File: src/rtl/muldiv_ctrl_pkg.sv
// Shared definitions for the EX-stage multiply/divide sequencer: op codes, widths, FSM states.
package muldiv_ctrl_pkg;

  localparam int MD_XLEN  = 32;
  localparam int MD_STEPS = 32;

  localparam logic [2:0] MDOP_NOP   = 3'b000;
  localparam logic [2:0] MDOP_MULT  = 3'b001;
  localparam logic [2:0] MDOP_MULTU = 3'b010;
  localparam logic [2:0] MDOP_DIV   = 3'b011;
  localparam logic [2:0] MDOP_DIVU  = 3'b100;
  localparam logic [2:0] MDOP_MTHI  = 3'b101;
  localparam logic [2:0] MDOP_MTLO  = 3'b110;

  typedef enum logic [1:0] {
    ST_IDLE = 2'd0,
    ST_CALC = 2'd1,
    ST_FIX  = 2'd2
  } md_state_e;

  // Magnitude of a value that is only treated as two's complement for signed ops.
  function automatic logic [MD_XLEN-1:0] md_mag(input logic [MD_XLEN-1:0] v, input logic sgn);
    return (sgn && v[MD_XLEN-1]) ? -v : v;
  endfunction

endpackage

File: src/rtl/muldiv_step.sv
// One radix-2 iteration: shift-add multiply or restoring shift-subtract divide on a 64-bit accumulator.
module muldiv_step
  import muldiv_ctrl_pkg::*;
#(
  parameter int XLEN = 32
) (
  input  logic [2*XLEN-1:0] acc_i,
  input  logic [XLEN-1:0]   opnd_i,
  input  logic              is_div_i,
  output logic [2*XLEN-1:0] acc_o,
  output logic              qbit_o
);

  logic [XLEN:0] sum;
  logic [XLEN:0] diff;

  // Multiply: upper half accumulates, multiplier shifts out of the lower half.
  // Divide: upper half is the partial remainder, dividend shifts in from the lower half.
  always_comb begin
    sum    = {1'b0, acc_i[2*XLEN-1:XLEN]} + {1'b0, opnd_i};
    diff   = acc_i[2*XLEN-1:XLEN-1] - {1'b0, opnd_i};
    qbit_o = 1'b0;
    acc_o  = '0;
    if (is_div_i) begin
      qbit_o = ~diff[XLEN];
      acc_o  = {(qbit_o ? diff[XLEN-1:0] : acc_i[2*XLEN-2:XLEN-1]), acc_i[XLEN-2:0], 1'b0};
    end else if (acc_i[0]) begin
      acc_o = {sum, acc_i[XLEN-1:1]};
    end else begin
      acc_o = {1'b0, acc_i[2*XLEN-1:1]};
    end
  end

endmodule

File: src/rtl/muldiv_ctrl.sv
// Iterative MULT/MULTU/DIV/DIVU sequencer owning HI/LO; stalls the pipeline while an op is in flight.
module muldiv_ctrl
  import muldiv_ctrl_pkg::*;
#(
  parameter int XLEN  = 32,
  parameter int STEPS = 32
) (
  input  logic            clk,
  input  logic            rst,
  input  logic            start,
  input  logic [2:0]      op,
  input  logic [XLEN-1:0] A,
  input  logic [XLEN-1:0] B,
  input  logic            rd_req,
  input  logic            flush,
  output logic            busy,
  output logic            done,
  output logic            stall,
  output logic [XLEN-1:0] hi,
  output logic [XLEN-1:0] lo
);

  localparam int CW = $clog2(STEPS);

  md_state_e         state_q, state_d;
  logic [CW-1:0]     cnt_q, cnt_d;
  logic [2*XLEN-1:0] acc_q, acc_d;
  logic [XLEN-1:0]   opnd_q, opnd_d;
  logic [XLEN-1:0]   a_raw_q, a_raw_d;
  logic [XLEN-1:0]   hi_q, hi_d, lo_q, lo_d;
  logic              is_div_q, is_div_d;
  logic              neg_p_q, neg_p_d;
  logic              neg_r_q, neg_r_d;
  logic              bzero_q, bzero_d;
  logic              busy_q, busy_d;
  logic              done_q, done_d;

  logic [2*XLEN-1:0] step_acc;
  logic              step_q;
  logic              op_signed, op_div, op_calc;
  logic [2*XLEN-1:0] prod;
  logic [XLEN-1:0]   quot, rem;

  muldiv_step #(.XLEN(XLEN)) u_step (
    .acc_i    (acc_q),
    .opnd_i   (opnd_q),
    .is_div_i (is_div_q),
    .acc_o    (step_acc),
    .qbit_o   (step_q)
  );

  assign op_signed = (op == MDOP_MULT) || (op == MDOP_DIV);
  assign op_div    = (op == MDOP_DIV)  || (op == MDOP_DIVU);
  assign op_calc   = op_signed || op_div || (op == MDOP_MULTU);

  assign prod = neg_p_q ? -acc_q : acc_q;
  assign quot = neg_p_q ? -acc_q[XLEN-1:0] : acc_q[XLEN-1:0];
  assign rem  = neg_r_q ? -acc_q[2*XLEN-1:XLEN] : acc_q[2*XLEN-1:XLEN];

  always_comb begin
    state_d  = state_q;
    cnt_d    = cnt_q;
    acc_d    = acc_q;
    opnd_d   = opnd_q;
    a_raw_d  = a_raw_q;
    hi_d     = hi_q;
    lo_d     = lo_q;
    is_div_d = is_div_q;
    neg_p_d  = neg_p_q;
    neg_r_d  = neg_r_q;
    bzero_d  = bzero_q;
    busy_d   = busy_q;
    done_d   = 1'b0;
    case (state_q)
      ST_IDLE: begin
        if (start && !flush) begin
          if (op_calc) begin
            acc_d    = {{XLEN{1'b0}}, md_mag(A, op_signed)};
            opnd_d   = md_mag(B, op_signed);
            a_raw_d  = A;
            is_div_d = op_div;
            neg_p_d  = op_signed & (A[XLEN-1] ^ B[XLEN-1]);
            neg_r_d  = op_signed & A[XLEN-1];
            bzero_d  = (B == '0);
            cnt_d    = '0;
            busy_d   = 1'b1;
            state_d  = ST_CALC;
          end else if (op == MDOP_MTHI) begin
            hi_d = A;
          end else if (op == MDOP_MTLO) begin
            lo_d = A;
          end
        end
      end
      ST_CALC: begin
        acc_d = {step_acc[2*XLEN-1:1], step_acc[0] | step_q};
        cnt_d = cnt_q + 1'b1;
        if (cnt_q == CW'(STEPS-1)) state_d = ST_FIX;
      end
      ST_FIX: begin
        if (!is_div_q) begin
          hi_d = prod[2*XLEN-1:XLEN];
          lo_d = prod[XLEN-1:0];
        end else if (bzero_q) begin
          hi_d = a_raw_q;
          lo_d = '1;
        end else begin
          hi_d = rem;
          lo_d = quot;
        end
        busy_d  = 1'b0;
        done_d  = 1'b1;
        state_d = ST_IDLE;
      end
      default: begin
        busy_d  = 1'b0;
        state_d = ST_IDLE;
      end
    endcase
    // A squash wins over the final write-back.
    if (flush && (state_q != ST_IDLE)) begin
      state_d = ST_IDLE;
      busy_d  = 1'b0;
      done_d  = 1'b0;
      hi_d    = hi_q;
      lo_d    = lo_q;
    end
  end

  always_ff @(posedge clk or posedge rst) begin
    if (rst) begin
      state_q  <= ST_IDLE;
      cnt_q    <= '0;
      acc_q    <= '0;
      opnd_q   <= '0;
      a_raw_q  <= '0;
      hi_q     <= '0;
      lo_q     <= '0;
      is_div_q <= 1'b0;
      neg_p_q  <= 1'b0;
      neg_r_q  <= 1'b0;
      bzero_q  <= 1'b0;
      busy_q   <= 1'b0;
      done_q   <= 1'b0;
    end else begin
      state_q  <= state_d;
      cnt_q    <= cnt_d;
      acc_q    <= acc_d;
      opnd_q   <= opnd_d;
      a_raw_q  <= a_raw_d;
      hi_q     <= hi_d;
      lo_q     <= lo_d;
      is_div_q <= is_div_d;
      neg_p_q  <= neg_p_d;
      neg_r_q  <= neg_r_d;
      bzero_q  <= bzero_d;
      busy_q   <= busy_d;
      done_q   <= done_d;
    end
  end

  assign busy  = busy_q;
  assign done  = done_q;
  assign stall = busy_q & (start | rd_req);
  assign hi    = hi_q;
  assign lo    = lo_q;

endmodule

File: config.mk
export PLATFORM = sky130hd
export DESIGN_NAME = muldiv_ctrl
export DESIGN_NICKNAME = d
export VERILOG_FILES = /design/src/rtl/muldiv_ctrl_pkg.sv /design/src/rtl/muldiv_step.sv /design/src/rtl/muldiv_ctrl.sv
export SDC_FILE = /design/constraint.sdc
export NUM_CORES = 1
export LEC_CHECK = 0
export CAP_MARGIN = 10
export CORE_MARGIN = 1.5
export CORE_UTILIZATION = 46
export CTS_BUF_LIST = sky130_fd_sc_hd__clkbuf_4 sky130_fd_sc_hd__clkbuf_8 sky130_fd_sc_hd__clkbuf_16
export CTS_CLUSTER_DIAMETER = 80
export CTS_CLUSTER_SIZE = 10
export DETAILED_ROUTE_END_ITERATION = 10
export PLACE_DENSITY = 0.66
export RECOVER_POWER = 50
export SYNTH_ARGS = -nofsm -noshare
export SYNTH_HDL_FRONTEND = slang
export SYNTH_SLANG_ARGS = --single-unit
File: constraint.sdc
create_clock -name clk -period 7.7 [get_ports clk]
set_input_delay 0.77 -clock clk [delete_from_list [all_inputs] [get_ports clk]]
set_output_delay 0.77 -clock clk [all_outputs]
set_load 0.02 [all_outputs]
==> run_results.csv, run 1 <==
group,metric,value,unit
clock_network,clock_latency,0.56,ns
final_layout,fin_util,0.526,
routing,ant_nets,0,
placed_design,io_buffers,138,
sta,tightestPinTransition,4.34,ns
pwr,p_sw,3210,uW
sta,slew-limit-headroom,-1.91,
final_layout,fin_nets,2340,
clock_network,cts_sinks,205,
pwr,p_leak,0.00793,uW
critical_path,rr_worst_depth,13,
synth,synthCells,2171,
clock_network,cts-root-buf,"clkbuf_16",
critical_path,cp_data_arrival_time,4.74,ns
synth,synthXorXnorAreaFrac,0.0859,
global_routing,grt_pass1_wl,92400,um
critical_path,crit_slowest_cell,"clkinvlp_2",
pwr,swShare,0.476,
synth,synth_most_common_cell,"nand2_1",
sta,setup_viol,0,
sta,setup_tns,0,ns
synth,synth_area_per_cell,7.80,um2
floorplanning,row_count,70,
final_layout,drive_above_1_share,0.0441,
synth,yosysTopAreaCell,"dfrtp_1",
global_routing,grt_max_degree,91,
critical_path,crit_required,8.21,ns
clock_network,cts_tree,"built",
critical_path,critPathKind,"in2async",
clock_network,cts_buffer_depth,3,
global_routing,grt_pass1_vias,15800,
synth,synth_edf_count,0,
sta,layout_min_cycle_time,4.22,ns
synth,yosys.area_share.simple,0.200,
floorplanning,die_area,38000,um2
synth,synth_ff_type,"dfrtp_1",
floorplanning,fp.dieH,195,um
pwr,p_int,3530,uW
routing,wl_per_cell,22.1,um
sta,hold_violations,0,
sta,clock_skew,0.0147,ns
sta,clock.fmax,237,MHz
global_routing,antenna_found_initial,0,
critical_path,cpPeakStageDelay,2.40,ns
routing,drt-initial-drc-count,1463,
critical_path,reg2reg_slack,3.71,ns
routing,dr.pass1.iters,6,
floorplanning,ios,139,
routing,drc,0,
worst_hold_path,hold_depth,2,
synth,syn-num-nets,2315,
pwr,combPwrFrac,0.547,
run_status,status,"complete, but fails checks",
synth,yosys_warnings,0,
synth,synthTopCellsByCount,"nand2_1, dfrtp_1, a21oi_1",
pwr,peakVddDrop,0.153,mV
placed_design,dp_hpwl,42700,um
pwr,p_clk_frac,0.163,
critical_path,cp-start-kind,"input port",
critical_path,endpoint_kind,"asynchronous set/reset pin",
sta,slew_violations,91,
synth,synthTopCellsByArea,"dfrtp_1, nand2_1, a21oi_1",
routing,dr_total_vias,16600,
clock_network,cts_resized,0,
worst_hold_path,hold_class,"reg2reg",
floorplanning,dieWidth,195,um
floorplanning,coreArea,36400,um2
global_routing,track_usage,0.308,
pwr,seqPwrFrac,0.290,
critical_path,worstPathMaxFanout,90,
sta,rsz0062_at_grt,"false",
synth,syn_area,16900,um2
clock_network,tritoncts.num_buffers,25,
routing,wl,59100,um
clock_network,hold_buffers,0,
synth,yosysUniqueCellTypes,85,
clock_network,clkTransAtPathRegs,0.06,ns
run_status,violations,"capacitance limit, slew limit",
clock_network,postCtsSetupRepairBufs,0,
synth,synthMuxAreaShare,0.0493,
flow_run,max_cap_violations,1,
synth,async_flop_share,1.00,
synth,yosysSeqAreaShare,0.303,
floorplanning,start_util,0.465,
synth,synth_top_family_by_area,"compound AO/OA/AOI/OAI gates",
placed_design,gp_congestion,0.929,
routing,vias_per_cell,6.24,
global_routing,grt-ovfl-total,0,
pwr,p_per_area,352,nW/um2
sta,fin_crit_sh,0.548,
clock_network,cts.htree.levels,1,
critical_path,critical_path.cell_chain,"dlygate4sd3_1 -> clkinvlp_2 -> buf_4",
synth,synth_compound_area_frac,0.253,
final_layout,area_growth,13.1,%
synth,synth_fa_ha_area_frac,0.0541,
synth,ys_seq_elements,205,
synth,netlist.area_leader.share,0.303,
-- stage by stage --
step | power, uW | instances | instance area [um2] | hold slack [ns] | setup slack [ns]
global route | 7200 | 2668 | 19200 | 0.497 | 2.74
CTS | 6700 | 2668 | 19200 | 0.477 | 3.77
floorplan | 4500 | 2171 | 16900 | 0.440 | 1.33
finish | 6740 | 2669 | 19200 | 0.474 | 3.48
global placement | 5530 | 2637 | 18500 | 0.454 | 3.82
detailed placement | 5580 | 2637 | 18500 | 0.459 | 3.74
-- state kept, by name (all words and copies together) (netlist names) --
signal	count
a_raw_q	32
acc_q	64
busy	1
bzero_q	1
cnt_q	5
done	1
hi	32
is_div_q	1
lo	32
neg_p_q	1
neg_r_q	1
opnd_q	32
state_q	2
-- cells by family (layout without fill, tap and decap cells) --
| group | count (synthesis) | after routing |
|---|---|---|
| DFF | 205 | 205 |
| other | 0 | 1 |
| muxes | 82 | 82 |
| adders and majority gates | 72 | 72 |
| and+or+nand+nor | 721 | 721 |
| buffers and inverters | 233 | 262 |
| xor gates and xnor gates | 164 | 164 |
| AOI/OAI and AO/OA | 694 | 694 |
-- worst max-delay path, delay by kind of cell --
kind	cells	cell delay [ns]
buffers and inverters	3	3.89
-- power groups by stage --
| stage | Combinational (uW) | Clock [uW] | Sequential (uW) |
|---|---|---|---|
| floorplan | 2780 | 0 | 1720 |
| global route | 4050 | 1150 | 2000 |
| detailed placement | 3630 | 0 | 1950 |
| CTS | 3650 | 1120 | 1930 |
| finish | 3690 | 1100 | 1960 |
| global placement | 3590 | 0 | 1940 |
-- layout by cell type, fill, tap and decap left out, types with 22 or more instances in the layout --
master	instances
nand2_1	324
or3_1	25
inv_1	69
o21ai_1	62
nand2b_1	27
nor2_1	145
clkbuf_16	25
mux2i_1	71
ha_1	70
xnor2_1	96
xor2_1	67
dlygate4sd3_1	28
dfrtp_1	204
o21ai_0	153
buf_4	22
clkdlybuf4s50_1	110
o31ai_1	28
nand3_1	44
a211oi_1	30
a21oi_1	189
nor3_1	41
o211ai_1	35
o22ai_1	39
a21o_1	28
-- final cells by class --
class,instances,area (um2)
diodes,1,2.50
clock buffers,27,647
clock inverters,4,52.6
fillers,3466,17300
inverters,71,268
multi-input cells,1733,10900
flip-flops and latches,205,5130
well taps,468,586
repair buffers,160,1550
-- final timing paths --
check,to,startpoint
worst max-delay path,is_div_q,rst
worst min-delay path,a_raw_q[27],a_raw_q[27]
worst max register to register,acc_q[62],acc_q[31]
worst min register to register,a_raw_q[27],a_raw_q[27]
max in group clk,acc_q[62],acc_q[31]
min in group asynchronous,state_q[1],rst
-- routing by layer --
layer / up-vias / routed length [um] / GRT usage
met4: 0 / 2240 / 0.125
met2: 687 / 26200 / 0.480
li1: 7834 / - / -
met3: 109 / 4810 / 0.0496
met5: - / 0 / 0
met1: 8012 / 25800 / 0.425
(Power assumes the default switching activity.)
==> run 2: changes to the inputs <==
--- a/config.mk
+++ b/config.mk
@@ -12,7 +12,7 @@
 export CTS_CLUSTER_DIAMETER = 80
 export CTS_CLUSTER_SIZE = 10
 export DETAILED_ROUTE_END_ITERATION = 10
-export PLACE_DENSITY = 0.66
+export PLACE_DENSITY = 0.68
 export RECOVER_POWER = 50
 export SYNTH_ARGS = -nofsm -noshare
 export SYNTH_HDL_FRONTEND = slang
==> constraint.sdc (replaced) <==
create_clock -name clk -period 3.4 [get_ports clk]
set_input_delay 0.34 -clock clk [delete_from_list [all_inputs] [get_ports clk]]
set_output_delay 0.34 -clock clk [all_outputs]
set_load 0.02 [all_outputs]
==> run 2 against run 1 <==
  * The run still ends with capacitance limit, slew limit left
  * Power is 130% higher
  * Wire length is 3.1% higher
  * Design area is 3.3% higher
  * Worst setup slack worse by 3.3 ns
  * Critical endpoint is now acc_q[59]
  * Global-route usage is 0.72 points higher
  * Sequential power is 100% higher
  * Sequential cell count stayed put
  * Clock-buffer cell count is 1 lower
  * Die area stayed put
  * Cell count is 3.0% higher
  * First-iteration DRC count is 6.2% higher
==> run_results.csv, run 2 (same netlist as run 1, synthesis figures left out) <==
group,metric,value,unit
critical_path,crit_buf_inv,1,
global_routing,antenna_found_initial,0,
final_layout,largest_register_ffs,64,
worst_hold_path,hold_class,"in2reg",
routing,dr_total_vias,17200,
global_routing,grt_pass1_wl,94600,um
critical_path,worstPathMaxFanout,5,
floorplanning,ios,139,
run_status,violations,"capacitance limit, slew limit",
sta,setup_tns,0,ns
pwr,p_per_area,787,nW/um2
global_routing,grt_pass1_vias,16300,
sta,slew_violations,94,
sta,tightestPinTransition,1.71,ns
global_routing,grt_max_degree,67,
critical_path,cp_data_arrival_time,3.68,ns
floorplanning,coreArea,36400,um2
routing,wl_per_cell,22.2,um
clock_network,cts.htree.levels,1,
global_routing,track_usage,0.315,
critical_path,crit_slowest_cell,"fa_1",
floorplanning,die_area,38000,um2
routing,wl,60900,um
final_layout,diodes,0,
final_layout,fill_cells,3450,
critical_path,critPathKind,"reg2reg",
clock_network,clock_latency,0.56,ns
clock_network,cts_buffer_depth,3,
placed_design,io_buffers,138,
clock_network,cts_sinks,205,
final_layout,layout_common_cells,"nand2_1, dfrtp_1, a21oi_1",
final_layout,layout.cells.non_filler,2748,
sta,layout_min_cycle_time,3.25,ns
pwr,p_leak,0.00834,uW
global_routing,grt-ovfl-total,0,
critical_path,cp-start-kind,"register",
final_layout,top_register,"acc_q",
clock_network,cts-root-buf,"clkbuf_16",
floorplanning,row_count,70,
clock_network,clkTransAtPathRegs,0.07,ns
routing,drt-initial-drc-count,1553,
routing,drc,0,
critical_path,endpoint_kind,"register",
sta,rsz0062_at_grt,"false",
sta,clock.fmax,308,MHz
flow_run,max_cap_violations,2,
routing,ant_nets,0,
critical_path,crit_required,3.83,ns
pwr,peakVddDrop,0.321,mV
floorplanning,dieWidth,195,um
placed_design,dp_hpwl,44900,um
routing,vias_per_cell,6.27,
final_layout,fin_nets,2422,
sta,slew-limit-headroom,-0.138,
floorplanning,start_util,0.465,
sta,clock_skew,0.0316,ns
sta,hold_violations,0,
critical_path,critical_path.cell_chain,"inv_1 -> ha_1 -> fa_1 -> nand2b_1 -> a21oi_2 -> o2111ai_2 -> nand4b_1 -> a21oi_1 -> nor2_4 -> xor2_4 -> mux2_2 -> a221o_1",
final_layout,drive_above_1_share,0.0803,
run_status,status,"complete, but fails checks",
critical_path,crit_family,"compound AO/OA/AOI/OAI gates",
routing,dr.pass1.iters,7,
floorplanning,fp.dieH,195,um
final_layout,area_growth,16.9,%
clock_network,hold_buffers,0,
placed_design,placed_cells,2717,
placed_design,gp_congestion,0.985,
clock_network,cts_tree,"built",
sta,fin_crit_sh,0.956,
critical_path,cpPeakStageDelay,0.40,ns
critical_path,reg2reg_slack,0.15,ns
sta,setup_viol,0,
final_layout,final_common_cell,"nand2_1",
clock_network,tritoncts.num_buffers,24,
[run 2: final cells by class]
type	instances	area (um2)	area share
Multi-Input combinational cell	1733	11000	0.554
Sequential cell	205	5130	0.259
Timing Repair Buffer	243	2200	0.111
Clock buffer	26	622	0.0314
Tap cell	468	586	0.0296
Inverter	71	268	0.0135
Clock inverter	2	21.3	0.00107
[run 2: stage by stage]
stage	utilization	area (um2)	total power, uW	setup WS (ns)	hold slack, ns
detailed placement	0.526	19100	13000	0.123	0.458
global route	0.544	19800	16600	0.00109	0.455
CTS	0.543	19800	15400	0.108	0.206
floorplan	-	16900	10200	0.256	0.410
finish	0.544	19800	15600	0.150	0.442
global placement	0.526	19100	12900	0.147	0.455
[run 2: final timing paths]
| check | startpoint | end | cells after the start |
|---|---|---|---|
| setup / recovery | acc_q[31] | acc_q[59] | 12 |
| hold / removal | flush | state_q[1] | 2 |
| setup reg to reg | acc_q[31] | acc_q[59] | 12 |
| hold reg to reg | a_raw_q[18] | a_raw_q[18] | 2 |
| max in group asynchronous | rst | a_raw_q[26] | 4 |
| min in group asynchronous | rst | is_div_q | 2 |
[run 2: repair_timing]
action                                  CTS  global route
gates resized for setup                   0             6
buffers inserted                          0             2
endpoints found under the setup margin    0            25
[run 2: metal layers]
layer	track usage	wire length, um
met3	0.0451	5230
met4	0.146	2880
met5	0	0
met1	0.433	26100
met2	0.488	26700
[run 2: worst reg2reg max path, delay by kind of cell (launching register included)]
| family | cells | cell delay, ns |
|---|---|---|
| AO/OA/AOI/OAI | 4 | 0.83 |
| adder cells (fa/ha/maj) | 2 | 0.63 |
| AND/OR/NAND/NOR | 3 | 0.57 |
| multiplexers | 1 | 0.38 |
| flip-flops | 1 | 0.34 |
| XOR/XNOR | 1 | 0.31 |
| buffers and inverters | 1 | 0.06 |
[run 2: where the power goes]
part,leakage [uW],switching (uW),internal (uW)
Clock,0.000318,1060,1280
Sequential,0.00254,851,3140
Combinational,0.00548,5460,3790
Total,0.00834,7380,8210
==> run 3: changes to the inputs <==
--- a/config.mk
+++ b/config.mk
@@ -12,7 +12,8 @@
 export CTS_CLUSTER_DIAMETER = 80
 export CTS_CLUSTER_SIZE = 10
 export DETAILED_ROUTE_END_ITERATION = 10
-export PLACE_DENSITY = 0.68
+export GPL_ROUTABILITY_DRIVEN = 0
+export PLACE_DENSITY = 0.66
 export RECOVER_POWER = 50
 export SYNTH_ARGS = -nofsm -noshare
 export SYNTH_HDL_FRONTEND = slang
==> constraint.sdc (replaced) <==
create_clock -name clk -period 3.5 [get_ports clk]
set_input_delay 0.35 -clock clk [delete_from_list [all_inputs] [get_ports clk]]
set_output_delay 0.35 -clock clk [all_outputs]
set_load 0.02 [all_outputs]
==> run 3 against run 2 <==
  * The flow still finishes with violations (capacitance limit, slew limit)
  * Fmax fell by 2.1%
  * Highest routed layer is now met5
  * Worst setup slack improved by 0.030 ns
  * Utilization fell by 0.24 points
  * Sequential power decreased by 2%
  * Critical path type unchanged
  * Global-route usage fell by 1.0 points
  * Clock skew down 0.017 ns
  * Wire length decreased by 2.9%
  * Register-to-register slack better by 0.03 ns
==> run_results.csv, run 3 (same netlist as run 1, synthesis figures left out) <==
group,metric,value,unit
run_status,status,"complete, but fails checks",
run_status,violations,"capacitance limit, slew limit",
global_routing,antenna_found_initial,1,
pwr,peakVddDrop,0.352,mV
placed_design,placed_cells,2707,
worst_hold_path,hold_class,"in2reg",
final_layout,fin_util,0.541,
critical_path,cpPeakStageDelay,0.52,ns
sta,tightestPinTransition,1.87,ns
routing,wl,59200,um
final_layout,area_growth,16.4,%
sta,layout_min_cycle_time,3.32,ns
final_layout,top_register,"acc_q",
clock_network,cts.htree.levels,1,
global_routing,grt_max_degree,70,
global_routing,grt-ovfl-total,0,
clock_network,cts-root-buf,"clkbuf_16",
sta,clock.fmax,301,MHz
placed_design,place_ws,0.198,ns
routing,dr.pass1.iters,6,
sta,clock_skew,0.0143,ns
critical_path,critPathKind,"reg2reg",
critical_path,cp-start-kind,"register",
final_layout,drive_above_1_share,0.0745,
routing,wl_per_cell,21.6,um
sta,setup_viol,0,
flow_run,max_cap_violations,1,
clock_network,clock_latency,0.54,ns
global_routing,grt_pass1_vias,16100,
placed_design,dp_hpwl,43400,um
critical_path,crit_required,3.93,ns
critical_path,crit_slowest_cell,"dfrtp_1",
sta,slew_violations,40,
floorplanning,row_count,70,
clock_network,tritoncts.num_buffers,24,
final_layout,layout_common_cells,"nand2_1, dfrtp_1, a21oi_1",
sta,rsz0062_at_grt,"false",
critical_path,cp_data_arrival_time,3.75,ns
sta,setup_tns,0,ns
routing,ant_nets,0,
routing,dr_total_vias,17200,
routing,vias_per_cell,6.27,
routing,drc,0,
final_layout,diodes,0,
floorplanning,dieWidth,195,um
final_layout,fin_nets,2411,
global_routing,track_usage,0.305,
floorplanning,fp.dieH,195,um
critical_path,worstPathMaxFanout,10,
sta,slew-limit-headroom,-0.255,
sta,setup_ws,0.179,ns
pwr,p_leak,0.00828,uW
clock_network,cts_tree,"built",
clock_network,clkTransAtPathRegs,0.06,ns
final_layout,final_common_cell,"nand2_1",
sta,hold_violations,0,
clock_network,cts_buffer_depth,3,
clock_network,hold_buffers,0,
floorplanning,ios,139,
placed_design,io_buffers,138,
routing,drt-initial-drc-count,1703,
global_routing,grt_pass1_wl,92400,um
floorplanning,coreArea,36400,um2
final_layout,largest_register_ffs,64,
critical_path,crit_buf_inv,0,
final_layout,layout.cells.non_filler,2736,
floorplanning,start_util,0.465,
sta,fin_crit_sh,0.949,
clock_network,cts_sinks,205,
critical_path,crit_family,"compound AO/OA/AOI/OAI gates",
sta,holdWs,0.465,ns
critical_path,endpoint_kind,"register",
critical_path,critical_path.cell_chain,"ha_1 -> nand2_1 -> or3_1 -> or3_1 -> o21ai_2 -> o21ai_2 -> o41ai_2 -> xnor2_1 -> a21oi_1 -> a221o_1",
pwr,p_per_area,763,nW/um2
floorplanning,die_area,38000,um2
## run 3: final timing paths
kind                       slack (ns)           to  cells past startpoint         from
setup reg to reg                 0.18    acc_q[62]                     10    acc_q[39]
hold / removal                   0.46    opnd_q[1]                      3         B[1]
setup / recovery                 0.18    acc_q[62]                     10    acc_q[39]
hold reg to reg                  0.47  a_raw_q[18]                      2  a_raw_q[18]
max in group asynchronous        0.96     is_div_q                      3          rst
min in group asynchronous        0.74     cnt_q[1]                      2          rst
## run 3: per-layer routing
layer  part of all wire  up-vias  track usage
li1                   -     7977            -
met1               0.43     8135        0.421
met2               0.43      905        0.467
met3              0.089      147       0.0437
met4              0.050        2        0.148
met5            0.00022        -            0
## run 3: metrics by stage
step	instance area, um2	power, uW
5_1_grt	19700	16000
3_5_place_dp	19100	12500
6_report	19700	15100
4_1_cts	19700	14800
3_3_place_gp	19100	12300
2_1_floorplan	16900	9900
## run 3: worst register-to-register path: cells and delay by family (launching register included)
kind            cells  cell delay [ns]
compound gates      5             1.18
fa+ha+maj           1             0.45
simple gates        3             0.89
flops               1             0.52
xor+xnor            1             0.18
## run 3: report_power, final
part,internal [uW],switching (uW)
clock,1260,1000
combinational,3640,5230
sequential,3050,871
total,7950,7100
## run 3: final cells by class
cell class              instances  area, um2
inverters                      71        268
flip-flops and latches        205       5130
multi-input cells            1733      11000
repair buffers                232       2130
fillers                      3445      16700
well taps                     468        586
clock inverters                 1       7.51
clock buffers                  26        633
## run 3: repair_timing
item                       CTS  global route
setup endpoints to repair    0            21
buffers inserted             0             1
gates resized for setup      0             4
==> edit 1, RTL diff (config.mk and constraints of run 3) <==
`STEPS`: 32 -> 64.
--- a/src/rtl/muldiv_ctrl.sv
+++ b/src/rtl/muldiv_ctrl.sv
@@ -3,7 +3,7 @@
   import muldiv_ctrl_pkg::*;
 #(
   parameter int XLEN  = 32,
-  parameter int STEPS = 32
+  parameter int STEPS = 64
 ) (
   input  logic            clk,
   input  logic            rst,
Check against the original RTL: no difference found for any inputs over 4 cycles, from zero or initial values and one cycle with rst high; that may be too few to reach the edited logic, so the function may still have changed.
==> edit 1 against run 3 <==
The run still ends with capacitance limit, slew limit left. Largest cell class unchanged. First-iteration DRC count is 19% higher. Cell count is 7.3% higher. Largest power group unchanged. Critical path depth stayed put. Clock skew is 0.0075 ns higher. Fmax is 0.97% lower. Die area is 3.2% higher. Total power is 9.3% higher. Non-clock buffer count is 36 higher. Final area is 4.6% higher. Area after synthesis is 3.3% higher. Setup slack worse by 0.032 ns. Wire length is 8.7% higher. Sequential cell count is 1 higher.
==> edit 1: results <==
status:
  status: "finished, violations left"
  violations: "capacitance limit, slew limit"
cells_and_area:
  n_fill_cell: 3522
  layout-drive-gt1-share: 0.0882
  area_growth_pct: 17.8
  nets: 2566
global_route:
  antenna_found_initial: 2
  grt_max_degree: 141
  grt_pass1_wl_um: 100000
  first_global_vias: 17300
  grt.total_usage: 0.328
cts:
  cts_buffers: 25
  post_cts_resized: 0
  cts_sinks: 206
  clk_latency_ns: 0.56
placed_design:
  post_dp_cell_area_sq_um: 19900
  dp_cells: 2907
  post-place-ws_ns: 0.196
  hpwl_um: 47700
job:
  max_cap_violations: 2
drt:
  first_iter_violations: 2022
  post_drt_wl_per_cell_um: 21.9
  vias: 18500
synthesis:
  ys_seq_area_frac: 0.295
  synth_area_leaders: "dfrtp_1, o21ai_0, nand2_1, ha_1, xnor2_1"
  ys_top_cells_by_count: "nand2_1, o21ai_0, dfrtp_1"
  netlist_area_sq_um: 17500
  synth_nets: 2444
  synth.distinct_cells: 81
  synth_area_per_cell_sq_um: 7.61
sta:
  whs_ns: 0.455
  finClkSkew_ns: 0.0217
  slew-limit-headroom: -0.364
  slew_viol_final: 208
pwr:
  p_leak_nw: 8.76
  vdd_ir_drop_max_mv: 0.376
worst_setup_path:
  reg2reg_from: "opnd_q[22]$_DFFE_PP0P_"
  slowest_delay_ns: 0.63
  crit_slowest_cell: "nor3_1"
  cp.arrival_ns: 3.81
  r2r-end: "acc_q[32]$_DFFE_PP0P_"
  cp_max_fo: 18
  rrSetupSlack_ns: 0.15
min_path:
  hp-start: "flush"
  hold_depth: 2
  hold_path_end: "state_q[1]$_DFFE_PP0P_"
==> edit 1: worst max path at each step <==
stage	end	slack, ns
final	acc_q[32]$_DFFE_PP0P_	0.15
after global routing	acc_q[32]$_DFFE_PP0P_	0.002
after CTS	acc_q[57]$_DFFE_PP0P_	0.11
after detailed placement	acc_q[57]$_DFFE_PP0P_	0.20
after global placement	hi[12]$_DFFE_PP0P_	0.30
after floorplan	acc_q[32]$_DFFE_PP0P_	0.16
==> edit 1: final cells by class <==
| class | count | share of cell area |
|---|---|---|
| well taps | 511 | 0.0310 |
| inverters | 74 | 0.0135 |
| repair buffers | 268 | 0.117 |
| clock buffers | 27 | 0.0314 |
| clock inverters | 2 | 0.00188 |
| multi-input cells | 1848 | 0.555 |
| flip-flops and latches | 206 | 0.250 |
==> edit 1: worst reg2reg max path, cell delays in order, from the launching register on <==
cell      delay (ns)
dfrtp_1         0.44
inv_1           0.07
ha_1            0.41
nand2_1         0.15
o21ai_0         0.32
a211oi_1        0.10
nor3_1          0.63
o31a_1          0.37
buf_12          0.22
mux2_2          0.36
o21ai_0         0.17
==> edit 1: metal layers <==
layer	vias up	track usage	share of wire
li1	8559	-	-
met1	8718	0.444	0.41
met2	1099	0.511	0.44
met3	166	0.0676	0.11
met4	4	0.130	0.039
met5	-	0	0.00039
==> edit 1: kinds of logic (layout without fill, tap and decap cells) <==
family / Yosys count / after routing / synth area share
buf+inv: 247 / 371 / 0.0541
mux: 79 / 79 / 0.0459
simple gates: 790 / 790 / 0.209
xor+xnor: 148 / 148 / 0.0741
fa+ha+maj: 71 / 71 / 0.0516
compound gates: 760 / 760 / 0.270
flops: 206 / 206 / 0.295
==> edit 1: power by group <==
group          leakage (nW)  switching [mW]  internal [mW]  total, mW
clock network         0.339            1.04           1.36       2.41
logic                  5.84            6.05           4.16       10.2
registers              2.58           0.728           3.11       3.84
==> edit 2, RTL diff (settings of run 3) <==
Without the edit above. Encoding of `md_state_e`: now one-hot (3 bits for 3 states).
--- a/src/rtl/muldiv_ctrl_pkg.sv
+++ b/src/rtl/muldiv_ctrl_pkg.sv
@@ -12,10 +12,10 @@
   localparam logic [2:0] MDOP_MTHI  = 3'b101;
   localparam logic [2:0] MDOP_MTLO  = 3'b110;
 
-  typedef enum logic [1:0] {
-    ST_IDLE = 2'd0,
-    ST_CALC = 2'd1,
-    ST_FIX  = 2'd2
+  typedef enum logic [2:0] {
+    ST_IDLE = 3'b001,
+    ST_CALC = 3'b010,
+    ST_FIX  = 3'b100
   } md_state_e;
 
   // Magnitude of a value that is only treated as two's complement for signed ops.
Behaviour: same outputs for any inputs over 4 cycles, from zero or initial values and one cycle with rst high; so few cycles prove little.
==> edit 2 against run 3 <==
The run still ends with capacitance limit, slew limit left. Largest cell class unchanged. Sequential cell count grew 1. Wire length down 7.4%. Area after synthesis fell by 3.0%. Setup slack got worse by 0.14 ns. Highest routed layer is now met4. Total power down 27%. Core utilization grew 1.8 points. Final area is 0.46% higher. Critical endpoint is now hi[23]$_DFFE_PP0P_. Count of clock-buffer cells in the layout increased by 5. Clock power is 2% higher. First-iteration DRC count is 22% lower.
==> edit 2: results <==
worst_setup_path:
  crit_slowest_cell: "or4_1"
  slowest_delay_ns: 0.56
  cp_max_fo: 5
drt:
  drt_wl_total_um: 54800
  first_iter_violations: 1328
  ant_nets: 0
  drt_pre_antenna_iters: 5
  vias_per_cell: 6.12
cells_and_area:
  n_fill_cell: 3342
  multiInputGateArea_sq_um: 10700
  nets: 2422
  layout-drive-gt1-share: 0.112
  top_register: "acc_q"
  largest_register_ffs: 64
synthesis:
  synth_area_leaders: "dfrtp_1, nand2_1, o21ai_0, xnor2_1, ha_1"
  synth_compound_area_frac: 0.253
  ys_top_cells_by_count: "nand2_1, o21ai_0, dfrtp_1"
  ys_warn_count: 0
  synthXorXnorAreaFrac: 0.0901
  ys_seq_area_frac: 0.314
  synth_adder_area_share: 0.0557
  synth_nets: 2255
  synth.distinct_cells: 75
  muxShareOfSynthArea: 0.0387
cts:
  htree_levels: 1
  root_buffer: "clkbuf_16"
  cts_buffers: 24
  clk_latency_ns: 0.54
sta:
  worst_slew_pin_slew_ns: 2.26
  slew_viol_final: 113
  finClkSkew_ns: 0.00790
job:
  max_cap_violations: 3
placed_design:
  hpwl_um: 41300
  post_dp_cell_area_sq_um: 19000
  post-place-ws_ns: -0.0770
  portBuffers: 138
status:
  status: "finished, violations left"
  violations: "capacitance limit, slew limit"
global_route:
  antenna_found_initial: 0
  grt_max_degree: 84
  grt.total_usage: 0.296
  grt_pass1_wl_um: 86400
  first_global_vias: 15700
min_path:
  worstHoldPathType: "in -> async"
pwr:
  sw_frac_of_total: 0.407
  p_leak_nw: 8.71
  vdd_ir_drop_max_mv: 0.373
## edit 2: cell type report
class,count,area share
clock buffers,31,0.0330
flip-flops and latches,206,0.261
multi-input cells,1696,0.538
repair buffers,285,0.126
well taps,461,0.0291
inverters,65,0.0125
clock inverters,2,0.00107
## edit 2: critical path: cells and delay by family (launching register included)
kind	cells	cell delay, ns
AND/OR/NAND/NOR	5	2.05
AO/OA/AOI/OAI	4	0.67
flip-flops	1	0.44
XOR/XNOR	1	0.15
## edit 2: timing repair
action,in CTS,in global routing
hold buffers,0,0
endpoints found under the hold margin,0,0
setup buffers,0,3
resized for setup,5,34
setup endpoints to repair,7,47
pin swaps,0,6
## edit 2: layer usage
metal | GRT usage | up-vias | wire, um | part of all wire
li1 | - | 7944 | - | -
met1 | 0.396 | 7955 | 23200 | 0.42
met2 | 0.479 | 739 | 24800 | 0.45
met3 | 0.0353 | 155 | 4140 | 0.076
met4 | 0.134 | 0 | 2710 | 0.049
met5 | 0 | - | 0 | 0
## edit 2: through the flow
stage	std cells	total power, mW	hold WS [ns]	setup TNS (ns)
floorplan	2111	6.77	0.420	0
global placement	2710	8.42	0.455	-0.0213
detailed placement	2710	8.52	0.458	-0.112
CTS	2743	10.9	0.153	0
global route	2746	11.6	0.376	-0.172
finish	2746	10.9	0.337	0
## edit 2: cells by family (layout without fill, tap and decap cells)
family | count (synthesis) | after routing
XOR/XNOR | 169 | 169
AND/OR/NAND/NOR | 710 | 710
multiplexers | 61 | 61
buffers and inverters | 209 | 383
adder cells (fa/ha/maj) | 72 | 72
AO/OA/AOI/OAI | 684 | 684
flip-flops | 206 | 206
## edit 2: final timing paths
path	from	end	slack (ns)	cells after the start
setup reg to reg	acc_q[32]$_DFFE_PP0P_	hi[23]$_DFFE_PP0P_	0.04	10
setup / recovery	acc_q[32]$_DFFE_PP0P_	hi[23]$_DFFE_PP0P_	0.04	10
hold reg to reg	lo[17]$_DFFE_PP0P_	lo[17]$_DFFE_PP0P_	0.47	2
hold / removal	rst	a_raw_q[0]$_DFFE_PP0P_	0.34	2
min in group clk	lo[17]$_DFFE_PP0P_	lo[17]$_DFFE_PP0P_	0.47	2
max in group asynchronous	rst	acc_q[32]$_DFFE_PP0P_	0.53	3
## edit 2: power groups by stage
stage          Combinational [mW]  Sequential, mW  Clock, mW
6_report                     5.13            3.49       2.31
5_1_grt                      5.64            3.57       2.44
3_5_place_dp                 5.00            3.52          0
3_3_place_gp                 4.92            3.50          0
4_1_cts                      5.04            3.48       2.36
2_1_floorplan                3.24            3.53          0
